==> src/rtl/muldiv_unit_pkg.sv <==
// Shared definitions for the HI/LO multiply/divide unit: op codes (shared with the
// ALU decoder), FSM state encoding and small operand helpers.
package muldiv_unit_pkg;

  localparam logic [5:0] OP_MFHI  = 6'd16;
  localparam logic [5:0] OP_MTHI  = 6'd17;
  localparam logic [5:0] OP_MFLO  = 6'd18;
  localparam logic [5:0] OP_MTLO  = 6'd19;
  localparam logic [5:0] OP_MULT  = 6'd24;
  localparam logic [5:0] OP_MULTU = 6'd25;
  localparam logic [5:0] OP_DIV   = 6'd26;
  localparam logic [5:0] OP_DIVU  = 6'd27;

  typedef enum logic [1:0] {
    IDLE = 2'd0,
    RUN  = 2'd1,
    FIX  = 2'd2
  } state_t;

  function automatic logic is_muldiv_op(input logic [5:0] op);
    return op inside {OP_MFHI, OP_MTHI, OP_MFLO, OP_MTLO,
                      OP_MULT, OP_MULTU, OP_DIV, OP_DIVU};
  endfunction

  function automatic logic is_iter_op(input logic [5:0] op);
    return op inside {OP_MULT, OP_MULTU, OP_DIV, OP_DIVU};
  endfunction

  // Magnitude of v when treated as signed, otherwise v unchanged.
  function automatic logic [31:0] mag(input logic [31:0] v, input logic sgn);
    return (sgn && v[31]) ? (~v + 32'd1) : v;
  endfunction

endpackage

==> src/rtl/muldiv_step.sv <==
// One iteration of the shared datapath: radix-2 shift-add multiply (mode 0) or
// restoring-division step (mode 1) on the 64-bit {upper, lower} accumulator.
module muldiv_step (
  input  logic        mode,
  input  logic [63:0] acc,
  input  logic [31:0] opnd,
  output logic [63:0] acc_next
);

  logic [32:0] sum;
  logic [32:0] trial;
  logic        ge;
  logic [31:0] diff;

  always_comb begin
    // Multiply: acc = {partial product, remaining multiplier bits}.
    sum   = {1'b0, acc[63:32]} + (acc[0] ? {1'b0, opnd} : 33'd0);
    // Divide: acc = {partial remainder, remaining dividend / quotient bits}.
    trial = {acc[63:32], acc[31]};
    ge    = (trial >= {1'b0, opnd});
    diff  = trial[31:0] - opnd;
    if (mode)
      acc_next = {(ge ? diff : trial[31:0]), acc[30:0], ge};
    else
      acc_next = {sum, acc[31:1]};
  end

endmodule

==> src/rtl/muldiv_unit.sv <==
// Iterative 32-bit multiply/divide unit owning HI/LO: accepts an op from EX,
// runs 32 single-bit iterations, then sign-corrects and writes HI/LO.
module muldiv_unit
  import muldiv_unit_pkg::*;
(
  input  logic        clk,
  input  logic        rst_n,
  input  logic        start,
  input  logic [5:0]  op,
  input  logic [31:0] src_a,
  input  logic [31:0] src_b,
  output logic        stall,
  output logic        busy,
  output logic        done,
  output logic [31:0] hi,
  output logic [31:0] lo,
  output logic [31:0] rd_data
);

  state_t      state_reg, state_next;
  logic [4:0]  cnt_reg;
  logic [63:0] acc_reg, acc_next, prod_fix;
  logic [31:0] opnd_reg, a_raw_reg, hi_reg, lo_reg, quot_fix, rem_fix;
  logic        is_div_reg, neg_q_reg, neg_r_reg, dz_reg, busy_reg, done_reg;
  logic        accept, ld_signed, ld_div;
  logic [31:0] a_mag, b_mag;

  // State register
  always_ff @(posedge clk or negedge rst_n) begin
    if (!rst_n) state_reg <= IDLE;
    else        state_reg <= state_next;
  end

  // Next-state logic
  always_comb begin
    state_next = state_reg;
    case (state_reg)
      IDLE:    if (accept && is_iter_op(op)) state_next = RUN;
      RUN:     if (cnt_reg == 5'd31) state_next = FIX;
      FIX:     state_next = IDLE;
      default: state_next = IDLE;
    endcase
  end

  // Output logic
  always_comb begin
    stall   = busy_reg & start & is_muldiv_op(op);
    rd_data = 32'd0;
    if (op == OP_MFHI)      rd_data = hi_reg;
    else if (op == OP_MFLO) rd_data = lo_reg;
  end

  assign accept    = start & ~stall & (state_reg == IDLE);
  assign ld_signed = (op == OP_MULT) || (op == OP_DIV);
  assign ld_div    = (op == OP_DIV)  || (op == OP_DIVU);
  assign a_mag     = mag(src_a, ld_signed);
  assign b_mag     = mag(src_b, ld_signed);

  muldiv_step u_step (
    .mode     (is_div_reg),
    .acc      (acc_reg),
    .opnd     (opnd_reg),
    .acc_next (acc_next)
  );

  // Sign correction; the most-negative / -1 case wraps back to 0x8000_0000 naturally.
  assign prod_fix = neg_q_reg ? (~acc_reg + 64'd1) : acc_reg;
  assign quot_fix = neg_q_reg ? (~acc_reg[31:0] + 32'd1) : acc_reg[31:0];
  assign rem_fix  = neg_r_reg ? (~acc_reg[63:32] + 32'd1) : acc_reg[63:32];

  always_ff @(posedge clk or negedge rst_n) begin
    if (!rst_n) begin
      cnt_reg    <= 5'd0;
      acc_reg    <= 64'd0;
      opnd_reg   <= 32'd0;
      a_raw_reg  <= 32'd0;
      is_div_reg <= 1'b0;
      neg_q_reg  <= 1'b0;
      neg_r_reg  <= 1'b0;
      dz_reg     <= 1'b0;
      busy_reg   <= 1'b0;
      done_reg   <= 1'b0;
      hi_reg     <= 32'd0;
      lo_reg     <= 32'd0;
    end else begin
      busy_reg <= (state_next != IDLE);
      done_reg <= (state_reg == FIX);
      case (state_reg)
        IDLE: if (accept) begin
          if (op == OP_MTHI) hi_reg <= src_a;
          if (op == OP_MTLO) lo_reg <= src_a;
          if (is_iter_op(op)) begin
            cnt_reg    <= 5'd0;
            is_div_reg <= ld_div;
            acc_reg    <= {32'd0, (ld_div ? a_mag : b_mag)};
            opnd_reg   <= ld_div ? b_mag : a_mag;
            a_raw_reg  <= src_a;
            neg_q_reg  <= ld_signed & (src_a[31] ^ src_b[31]);
            neg_r_reg  <= ld_signed & src_a[31];
            dz_reg     <= (src_b == 32'd0);
          end
        end
        RUN: begin
          acc_reg <= acc_next;
          cnt_reg <= cnt_reg + 5'd1;
        end
        FIX: begin
          if (!is_div_reg) begin
            hi_reg <= prod_fix[63:32];
            lo_reg <= prod_fix[31:0];
          end else if (dz_reg) begin
            hi_reg <= a_raw_reg;
            lo_reg <= 32'hFFFF_FFFF;
          end else begin
            hi_reg <= rem_fix;
            lo_reg <= quot_fix;
          end
        end
        default: ;
      endcase
    end
  end

  assign busy = busy_reg;
  assign done = done_reg;
  assign hi   = hi_reg;
  assign lo   = lo_reg;

endmodule

==> config.mk <==
export PLATFORM = sky130hd
export DESIGN_NAME = muldiv_unit
export DESIGN_NICKNAME = d
export VERILOG_FILES = /design/src/rtl/muldiv_unit_pkg.sv /design/src/rtl/muldiv_step.sv /design/src/rtl/muldiv_unit.sv
export SDC_FILE = /design/constraint.sdc
export NUM_CORES = 1
export LEC_CHECK = 0
export CAP_MARGIN = 25
export CORE_ASPECT_RATIO = 0.7
export CORE_MARGIN = 5
export CORE_UTILIZATION = 47
export CTS_BUF_LIST = sky130_fd_sc_hd__clkbuf_4
export DETAILED_ROUTE_END_ITERATION = 8
export DONT_BUFFER_PORTS = 1
export RECOVER_POWER = 100
export SLEW_MARGIN = 20
export SYNTH_ARGS = -nofsm -noshare
export SYNTH_HDL_FRONTEND = slang
export SYNTH_HIERARCHICAL = 1
export SYNTH_SLANG_ARGS = --single-unit
==> constraint.sdc <==
create_clock -name clk -period 10.73 [get_ports clk]
set_input_delay 0 -clock clk [delete_from_list [all_inputs] [get_ports clk]]
set_output_delay 0 -clock clk [all_outputs]
set_load 0.01 [all_outputs]
==> Yosys cells after proc, flatten, opt, wreduce, memory -nomap -nowiden <==
Index checks and enable logic that the tools add are counted.
{ "word_totals": {"word_cells": 97, "regBits": 205, "output_inout_bits": 99} }
{ "classes": {"bitwise_logic": 13, "eq_ne": 15, "order_cmp": 1, "add_sub_neg": 8, "mux": 31, "n_reduce_logical": 16} }
{ "ops": {"columns": ["operator", "n"], "rows": [
  ["$mux W32", 18],
  ["$mux W64", 4],
  ["$add A32 B1 Y32 const B", 4],
  ["$not A32 Y32", 4],
  ["$pmux W32 S2", 2],
  ["$pmux W64 S2", 1],
  ["$add A64 B1 Y64 const B", 1],
  ["$not A64 Y64", 1],
  ["$eq A6 B5 Y1 const B", 8],
  ["$add A32 B33 Y33", 1],
  ["$ge A33 B32 Y1", 1],
  ["$logic_not A32 Y1", 1],
  ["$sub A32 B32 Y32", 1],
  ["$reduce_and A3 Y1", 4],
  ["$mux W5", 2],
  ["$pmux W5 S2", 1],
  ["$reduce_bool A8 Y1", 1],
  ["$and A1 B1 Y1", 6],
  ["$ne A2 B2 Y1 const B", 3],
  ["$reduce_bool A2 Y1", 3],
  ["$add A5 B1 Y5 const B", 1],
  ["$eq A5 B5 Y1 const B", 1],
  ["$mux W2", 2],
  ["$pmux W2 S2", 1],
  ["other kinds (9)", 12]
]} }

==> Logic depth before layout (Yosys ltp) <==
Gate-level depths: netlist of run 1.
{ "depth": {"depth_word": 10, "depth_mapped": 15, "depth_no_buf": 15} }

==> By module <==
The synthesis of run 1 kept the hierarchy.
{ "modules_own_cells": {"columns": ["module", "n_inst", "cells_per_inst", "area_per_inst_um2"], "rows": [
  ["muldiv_unit", 1, 1692, 13817.0],
  ["muldiv_step", 1, 646, 4583.1]
]} }

==> Worst setup path before layout of run 1 <==
OpenSTA, ideal clock, no wires.
{ "synth_path": {"path_type": "register to register", "startpoint": "register acc_reg[0]", "endpoint": "register acc_reg[63]", "setup_time_ns": 0.137, "period_less_slack_ns": 3.380, "path_stages_with_launch": 16, "setup_slack_ns": 7.350, "arrival_time_ns": 3.243, "n_path_buf": 1, "cell_sequence": "dfrtp_1 -> clkbuf_1 -> and2_1 -> ha_1 -> fa_1 -> a211oi_1 -> nor4_1 -> nor3_2 -> nor3_1 -> o221a_2 -> a221o_1 -> a22oi_1 -> a21boi_0 -> o32a_1 -> nand2_1 -> o21ai_0"} }
{ "synth_between": {"elab_chain_len": 4} }
{ "synth_rtl": {"columns": ["element", "line_no", "rtl"], "rows": [
  ["start: declaration", "muldiv_unit.sv:22", "logic [63:0] acc_reg, acc_next, prod_fix;"],
  ["start signal: assignment", "muldiv_unit.sv:95", "acc_reg <= {32'd0, (ld_div ? a_mag : b_mag)};"],
  ["start signal: assignment", "muldiv_unit.sv:104", "acc_reg <= acc_next;"],
  ["$mux W32", "muldiv_step.sv:17", "sum = {1'b0, acc[63:32]} + (acc[0] ? {1'b0, opnd} : 33'd0);"],
  ["$add A32 B33 Y33", "muldiv_step.sv:17", null],
  ["$mux W64", "muldiv_step.sv:22", "if (mode)"],
  ["named net acc_next[63]", "muldiv_unit.sv:22", null],
  ["$pmux W64 S2", "muldiv_unit.sv:88", "case (state_reg)"]
]} }
The timed path passes the listed nets, and every way through them passes these cells.
A chain may end at the register's enable or synchronous reset.

==> Final worst setup path of run 1 <==
{ "layout_path": {"startpoint": "register state_reg[0]", "endpoint": "register lo_reg[19] (netlist: lo[19])"} }
{ "layout_between": {"elab_chain_len": 4} }
{ "layout_rtl": {"columns": ["element", "line_no", "rtl"], "rows": [
  ["start: declaration", "muldiv_unit.sv:20", "state_t state_reg, state_next;"],
  ["start signal: assignment", "muldiv_unit.sv:31", "else state_reg <= state_next;"],
  ["$logic_not A2 Y1", "muldiv_unit.sv:53, muldiv_unit.sv:88", null],
  ["$and A1 B1 Y1", "muldiv_unit.sv:53", "assign accept = start & ~stall & (state_reg == IDLE);"],
  ["$ne A2 B2 Y1 (no line)", null, null],
  ["$reduce_and A3 Y1 (no line)", null, null],
  ["end signal: assignment", "muldiv_unit.sv:91", "if (op == OP_MTLO) lo_reg <= src_a;"],
  ["end signal: assignment", "muldiv_unit.sv:110", "lo_reg <= prod_fix[31:0];"],
  ["end signal: assignment", "muldiv_unit.sv:116", "lo_reg <= quot_fix;"],
  ["end: declaration", "muldiv_unit.sv:23", "logic [31:0] opnd_reg, a_raw_reg, hi_reg, lo_reg, quot_fix, rem_fix;"]
]} }
Several ways; a longest one is shown, not always the timed one.

==> results.md, run 1 <==
- The run finished, with violations left.
- The checks that failed: max-capacitance violations, max-slew violations.
- The sequential-to-total area share from yosys stat is between 20% and 30%.
- The tree built by TritonCTS fans out to between 200 and 250 sinks.
- In this run the vertical extent of the chip is 176 um.
- The H-tree depth is 2.
- Summed over all failing endpoints, the final setup total negative slack is 0 ns.
- The post-route core utilization is 53.2%.
- In this run, synthesis inferred 0 flip-flops with an integrated enable.
- In this run the remaining antenna-violating nets after routing total 0.
- The number of cells after detailed placement is roughly 2,700.
- Per report_power, the clock group accounts for between 10% and 20% of the total.
- The power dissipated by switching net loads is 3.03 mW.
- In the post-synthesis netlist, the cell with the most instances is sky130_fd_sc_hd__nand2_1.
- The number of flip-flops under the largest register name is 64.
- The startpoint identified for the worst register-to-register timing path is state_reg[0].
- The terminating pin of the worst hold path is a_raw_reg[10].
- The number of instances on the worst hold path is 3.
- The initial utilization of the core area, before any placement, comes to 47.8%.
- In the synthesized netlist the dominant register cell turns out to be sky130_fd_sc_hd__dfrtp_1.
- The post-detailed-route DRC marker count is 0.
- Of the total power, combinational logic draws approximately three fifths.
- Port buffering added 0 buffers.
- The placer congestion estimate is just under 1.
- In this run the mean area of a mapped cell was between 7 and 8 um^2.
- At the worst endpoint, the arrival time is between 7 and 8 ns.
- The cell count after synthesis came out at 2,338.
- Measured along the x axis, the die boundary spans 246 um.
- The depth of the worst register-to-register path is 9.
- The sequential group share of total power is between 20% and 30%.
- The maximum number of pins on one net before global-route repair is roughly 210.
- The standby leakage power is ~8.6 nW.
- Setup violations remaining at the end of the flow were counted as 0.
- The final hold slack is roughly 0.086 ns.
- The initial detailed-routing violation count is about 2,600.
- The sum of overflow across all layers after global routing is 0.
- After synthesis, the share of flip-flops with an asynchronous set or reset is 100%.
- In this run the deepest clock path goes through 3 buffers.
- The number of global-route vias before repair is around 18,000.
- Dividing the detail-routed wire length by the instance count gives between 20 and 30 um.
- The post-route non-filler standard cell count is roughly 2,900.
- The endpoint class of the critical path is a flop.
- The count of final hold-check violations came to 0.
- The total wire length is ~77,000 um.
- In this run the biggest area consumer among cell types represents between 20% and 30% of the synthesized area.
- Post-CTS timing repair inserted 0 buffers for setup.
- The I/O pin total is about 170.
- The final layout net count is between 2,000 and 3,000.
- The transition time at the pin with the least slew margin is around 4.8 ns.
- Once the clock tree was built, the resizer swapped 0 gates to a different size.
- The floorplan step defined a die boundary enclosing around 43,000 um^2.
- Dividing total power by cell area gives a power density of around 280 nW/um^2.
- The worst register-to-register path ends at lo[19].
- The total of hold buffers inserted after clock tree synthesis is 110.
- The switching share of total power is between 50% and 60%.
- The minimum clock period is just under 7 ns.
- By count the netlist is led by sky130_fd_sc_hd__nand2_1, sky130_fd_sc_hd__dfrtp_1, sky130_fd_sc_hd__o21ai_0, sky130_fd_sc_hd__nor2_1.
- Detailed routing inserted a total of around 19,000 vias.
- The critical path class is reg2reg.
- The number of antenna violations at the first check in global routing is 2.
- The worst setup path is launched from a flop.
- The first global-routing pass estimated 115,000 um of wire.
- The warning count from the yosys run is 6.
- The number of nets produced by synthesis is about 2,500.
- The clock input transition at the sequential cells of the worst setup and hold paths is 0.07 ns.
- The TritonCTS clock tree is yes.
- The critical hold path startpoint is src_a[10].
- The worst path uses ~65% of the clock period.
- Setup repair after global routing left no endpoint under its margin.
- After detailed routing, the number of vias per cell comes to about 6.6.
- The count of TritonRoute iterations in the first routing pass is 6.
- The final-report max-slew violation count is ~550.
- The startpoint of the worst setup timing path is state_reg[0].
- In this run, CTS created clock tree buffers numbering 55.
- The largest voltage drop on the vdd net is between 200 and 250 uV.
- The area of the core region is ~39,000 um^2.
- The HPWL after detailed placement is ~53,000 um.
- The cell at the root of the clock tree is sky130_fd_sc_hd__clkbuf_4.
- In this run the register-to-register setup slack is between 3 and 4 ns.
- The critical path required time is about 11 ns.
- Relative to the synthesized area, the layout overhead comes to 11.4%.
- Counting flops and latches in the post-synthesis netlist gives around 200.
- The number of different library cells in the post-synthesis netlist is slightly below 100.
- The internal portion of total power is 2.79 mW.
- Of all nets on the critical path, the largest fanout is 72.
- By area the synthesized netlist is led by sky130_fd_sc_hd__dfrtp_1, sky130_fd_sc_hd__nand2_1, sky130_fd_sc_hd__o21ai_0.
- The min-delay analysis places its worst path in the category in2reg.
- Static timing analysis puts the maximum clock frequency at around 0.14 GHz.
- Of all cell types, the one taking the most synthesized area is sky130_fd_sc_hd__dfrtp_1.
- The total of max-cap violations is 11.
- Across every metal layer, demand over resource in global routing totals roughly a third.
- The worst clock skew is ~0.085 ns.
- The clock latency of the later-clocked register in the worst-skew pair is 0.79 ns.
- The floorplan row count is 60.
- The mapped cell area is between 15,000 and 20,000 um^2.
- The layout cell share with drive strength beyond 1 is just under 9%.
- The total design power is slightly below 6 mW.
- The headroom to the max-slew limit is -219%.
-- how the worst max path moves through the flow --
stage,end,slack [ns],cells after the start
final,lo[19],3.80,9
after global routing,lo[24],3.50,7
after CTS,acc_reg[63],6.50,15
after detailed placement,acc_reg[63],6.54,15
after global placement,acc_reg[63],6.66,15
after floorplan,acc_reg[63],7.35,15
-- layout make-up --
class | instances | area [um^2]
multi-input cells | 1893 | 12300
clock buffers | 81 | 608
clock inverters | 12 | 97.6
fillers | 3707 | 18000
flip-flops and latches | 205 | 5130
diodes | 2 | 5.00
well taps | 527 | 659
repair buffers | 152 | 1420
inverters | 70 | 263
-- per-layer routing --
| metal | global-route usage (%) | part of all wire [%] | up-vias |
|---|---|---|---|
| li1 | - | - | 8689 |
| met1 | 50.9 | 44 | 9349 |
| met2 | 49.3 | 41 | 1206 |
| met3 | 8.15 | 12 | 159 |
| met4 | 9.13 | 3.3 | 0 |
| met5 | 0 | 0 | - |
-- kinds of logic (layout without fill, tap and decap cells) --
family,count (synthesis),in the layout,synth area share (%)
other cells,0,2,0
fa+ha+maj,72,72,4.98
xor+xnor,160,160,7.62
flops,205,205,27.9
mux,129,129,7.38
buf+inv,240,315,5.18
compound gates,682,682,24.4
simple gates,850,850,22.5
-- through the flow --
step	cell area (um^2)	setup slack, ns
4_1_cts	20600	6.50
6_report	20500	3.80
3_5_place_dp	18700	6.54
5_1_grt	20500	3.50
3_3_place_gp	18700	6.66
2_1_floorplan	18400	7.35
-- placed cells by master (no fill, tap or decap), types with 28 or more instances in the layout --
cell	Yosys	layout
sky130_fd_sc_hd__nand2_1	348	347
sky130_fd_sc_hd__and2_1	37	36
sky130_fd_sc_hd__xnor2_1	85	85
sky130_fd_sc_hd__o221ai_1	37	37
sky130_fd_sc_hd__dfrtp_1	205	204
sky130_fd_sc_hd__nor4_1	40	41
sky130_fd_sc_hd__a21oi_1	147	147
sky130_fd_sc_hd__mux2i_1	78	78
sky130_fd_sc_hd__xor2_1	75	75
sky130_fd_sc_hd__o22ai_1	28	28
sky130_fd_sc_hd__buf_4	0	28
sky130_fd_sc_hd__and3_1	35	35
sky130_fd_sc_hd__inv_1	69	69
sky130_fd_sc_hd__ha_1	70	70
sky130_fd_sc_hd__nor2_1	157	158
sky130_fd_sc_hd__o21ai_0	186	187
sky130_fd_sc_hd__o31ai_1	51	50
sky130_fd_sc_hd__nand4_1	29	30
sky130_fd_sc_hd__mux2_2	50	50
sky130_fd_sc_hd__clkbuf_4	0	81
sky130_fd_sc_hd__nor3_1	37	37
sky130_fd_sc_hd__or3_1	30	30
sky130_fd_sc_hd__dlygate4sd3_1	0	109
-- critical path: stages (launching register included) --
cell                       delay (ns)
sky130_fd_sc_hd__dfrtp_1         0.53
sky130_fd_sc_hd__nand2b_2        0.18
sky130_fd_sc_hd__clkbuf_1        1.90
sky130_fd_sc_hd__inv_2           0.04
sky130_fd_sc_hd__clkbuf_1        1.45
sky130_fd_sc_hd__a31oi_4         0.62
sky130_fd_sc_hd__clkbuf_1        1.51
sky130_fd_sc_hd__or3_1           0.23
sky130_fd_sc_hd__o21ai_0         0.11
sky130_fd_sc_hd__a21oi_1         0.12
-- power by group through the flow --
stage	Clock, mW	Combinational [mW]	Sequential, mW
finish	0.767	3.44	1.61
global route	0.814	3.75	1.64
CTS	0.773	3.37	1.59
detailed placement	0	3.26	1.60
global placement	0	3.23	1.60
floorplan	0	2.66	1.29
(Power assumes the default switching activity.)
==> inputs of run 2 (changes only) <==
clock period = 6.5 ns   (was 10.73 ns; I/O delays follow)
==> run 2 against run 1 <==
  * The run still ends with max-capacitance violations, max-slew violations left
  * Power grew 67%
  * Combinational power grew 67%
  * Cell count grew 0.48%
  * Wire length grew 0.51%
  * Clock skew shrank 0.021 ns
  * Critical path type unchanged
  * Sequential power grew 62%
  * Utilization grew 0.23 points
  * Fmax grew 33%
  * Critical path depth grew 5
  * Clock-buffer cell count is the same
  * First-iteration DRC count shrank 8.8%
  * Die area is the same
==> results.md, run 2 (synthesis results as in run 1) <==
- The largest incremental delay on the critical path is 1.06 ns (-0.84 ns).
- The arrival time at the worst endpoint is 5.69 ns (-1.87 ns).
- The global-route wire length before repair is 116,000 um (+1.3%).
- Walking the worst path, the cells encountered are clkbuf_1, and2_0, ha_1, a21oi_1, o221ai_1, nor3_1, nor3_1, o221a_2, a221o_1, a311o_1, a21oi_1, a21oi_1, nand2_1, o31ai_1.
- The endpoint class of the critical path is a flop.
- The headroom to the max-slew limit was -174% (+45 points).
- The path class of the tightest hold or removal check is in2reg.
- The storage element area is 5130 um^2 (unchanged).
- The kind of start point of the critical path is a flop.
- The number of antenna violations at the first check in global routing is 1 (-1).
- The kind of cell adding the most delay to the critical path is compound AO/OA/AOI/OAI gates.
- The final-report max-slew violation count is 450 (-18%).
- The I/O pin total is 172 (unchanged).
- The number of inserted filler cells in the final layout came to 3,768 (+1.6%).
- The post-detailed-placement half-perimeter wirelength was 54,300 um (+1.4%).
- The worst register-to-register path ends at acc_reg[61].
- The top cell types in the final layout, fill and taps aside, are sky130_fd_sc_hd__nand2_1, sky130_fd_sc_hd__dfrtp_1, sky130_fd_sc_hd__o21ai_0.
- The maximum frequency from static timing analysis came to 0.192 GHz (+33%).
- The placer congestion estimate is 1.00 (+2.1%).
- The maximum fanout along the worst path came to 31 (-57%).
- The floorplan row count is 60 (unchanged).
- The critical path is of the reg2reg type.
- The post-detailed-route DRC marker count is 0 (unchanged).
- The CTS buffer count was 57 (+3.6%).
- The terminating pin of the worst hold path is a_raw_reg[12].
- The transition time at the pin with the least slew margin was 4.11 ns (-0.668 ns).
- The worst clock skew is 0.0635 ns (-0.0215 ns).
- The minimum setup slack in the final design came to 1.29 ns (-2.51 ns).
- The power density over cell area is 472 nW/um^2 (+66%).
- Setup repair after global routing left no endpoint under its margin.
- The number of instances on the worst hold path came to 3 (unchanged).
- The post-route non-filler standard cell count is 2,956 (+0.48%).
- The total of max-cap violations is 8 (-3).
- The largest voltage drop on the vdd net came to 211 uV (about the same).
- The clock sink total came to 205 (unchanged).
- The critical path required time is 6.97 ns (-4.39 ns).
- The clock latency of the later-clocked register in the worst-skew pair is 0.80 ns (about the same).
- The area of the core region is 38,500 um^2 (unchanged).
- Leaving out fill and tap cells, the most frequent cell in the layout is sky130_fd_sc_hd__nand2_1.
- The number of flip-flops under the largest register name is 64 (unchanged).
- The critical path buffer and inverter count was 1 (-3).
- The flop-to-flop setup slack is 1.29 ns (-2.51 ns).
- The post-CTS repair timing setup buffer count was 0 (unchanged).
- The start of the worst register-to-register path is acc_reg[0].
- The sum of overflow across all layers after global routing is 0 (unchanged).
- The tree is rooted in a sky130_fd_sc_hd__clkbuf_4.
- The final period utilization is 80.2% (+16 points).
- The final hold slack is 0.0346 ns (-0.0509 ns).
- The count of TritonRoute iterations in the first routing pass came to 6 (unchanged).
- The layout cell share with drive strength beyond 1 is 9.10% (+0.23 points).
- The worst-case setup slack after placement was 2.27 ns (-4.26 ns).
- The chip width came to 246 um (unchanged).
- The most frequent cell on the critical path is sky130_fd_sc_hd__a21oi_1.
- The number of global-route vias before repair was 18,200 (+1.5%).
- On the critical path, the stage with the largest delay is an instance of sky130_fd_sc_hd__clkbuf_1.
- The number of setup violations in the final report is 0 (unchanged).
- The final layout net count is 2,528 (+0.24%).
- The average detailed-routed wire length per instance is 26.2 um (about the same).
- The total design power is 9.73 mW (+67%).
- The maximum number of pins on one net before global-route repair is 206 (unchanged).
- The flow ran to the end, but the final reports show violations.
- The H-tree depth was 2 (unchanged).
- The starting density of the core is 47.8% (unchanged).
- The total wire length is 77,500 um (+0.51%).
- The final reports fail on max-capacitance violations, max-slew violations.
- The standby leakage power is 8.67 nW (+0.56%).
- The number of cells after detailed placement is 2,738 (+0.18%).
- The largest buffer count on any clock path came to 3 (unchanged).
- The height of the die is 176 um (unchanged).
- The count of buffers from port buffering is 0 (unchanged).
- The TritonCTS clock tree is yes.
- The setup TNS after final layout was 0 ns (unchanged).
- The number of vias after detailed routing came to 19,400 (-0.12%).
- The minimum clock period was 5.21 ns (-1.72 ns).
- The clock input transition at the sequential cells of the worst setup and hold paths was 0.08 ns (about the same).
- The total of hold buffers inserted after clock tree synthesis is 110 (unchanged).
- From synthesis to final layout, the design area changed by 11.9%.
- The via density per instance was 6.56 (-0.59%).
- The residual antenna-violating net count after detailed routing is 0 (unchanged).
- The total area of multi-input combinational cells is 12,300 um^2 (about the same).
- The worst hold path begins at src_a[12].
- The area of the die is 43,300 um^2 (unchanged).
- The initial detailed-routing violation count was 2,346 (-8.8%).
- The count of final hold-check violations is 0 (unchanged).
- The global-route usage over all layers is 34.6% (+0.49 points).
- The depth of the worst register-to-register path is 14 (+5).
- The post-cts gate resize count is 0 (unchanged).
## run 2: power breakdown
| group | internal [mW] | total (mW) | leakage, nW | switching [mW] |
|---|---|---|---|---|
| combinational | 2.27 | 5.76 | 5.68 | 3.49 |
| clock | 0.693 | 1.36 | 0.458 | 0.664 |
| sequential | 1.69 | 2.61 | 2.53 | 0.919 |
| total | 4.65 | 9.73 | 8.67 | 5.07 |
## run 2: through the flow
step                      util (%)  cell area, um^2
after detailed placement      48.8            18800
final                         53.5            20600
after floorplan                  -            18400
after global routing          53.5            20600
after CTS                     53.7            20700
after global placement        48.7            18700
## run 2: worst max path at each step
stage | start | to | slack, ns | cells past startpoint
after floorplan | acc_reg[0] | acc_reg[63] | 3.12 | 15
after global placement | acc_reg[40] | acc_reg[48] | 2.30 | 13
after detailed placement | acc_reg[40] | acc_reg[48] | 2.27 | 13
after CTS | acc_reg[40] | acc_reg[48] | 2.23 | 13
after global routing | state_reg[0] | acc_reg[13] | 1.00 | 6
final | acc_reg[0] | acc_reg[61] | 1.29 | 14
## run 2: layout make-up
| type | count | area share (%) |
|---|---|---|
| sequential | 205 | 24.9 |
| multi-input combinational | 1893 | 59.8 |
| clock inverter | 23 | 0.826 |
| timing repair buffer | 156 | 7.04 |
| inverter | 70 | 1.28 |
| antenna | 1 | 0.0122 |
| tap | 527 | 3.20 |
| clock buffer | 81 | 2.95 |
## run 2: per-layer routing
metal	GRT usage [%]	wire length, um	up-vias
li1	-	-	8702
met1	51.0	34500	9359
met2	49.1	31600	1147
met3	8.88	8520	172
met4	11.7	2870	0
met5	0	0	-
## run 2: worst min-delay path: stages
cell	delay, ns
sky130_fd_sc_hd__dlygate4sd3_1	0.66
sky130_fd_sc_hd__nand2_1	0.10
sky130_fd_sc_hd__nand2_1	0.04
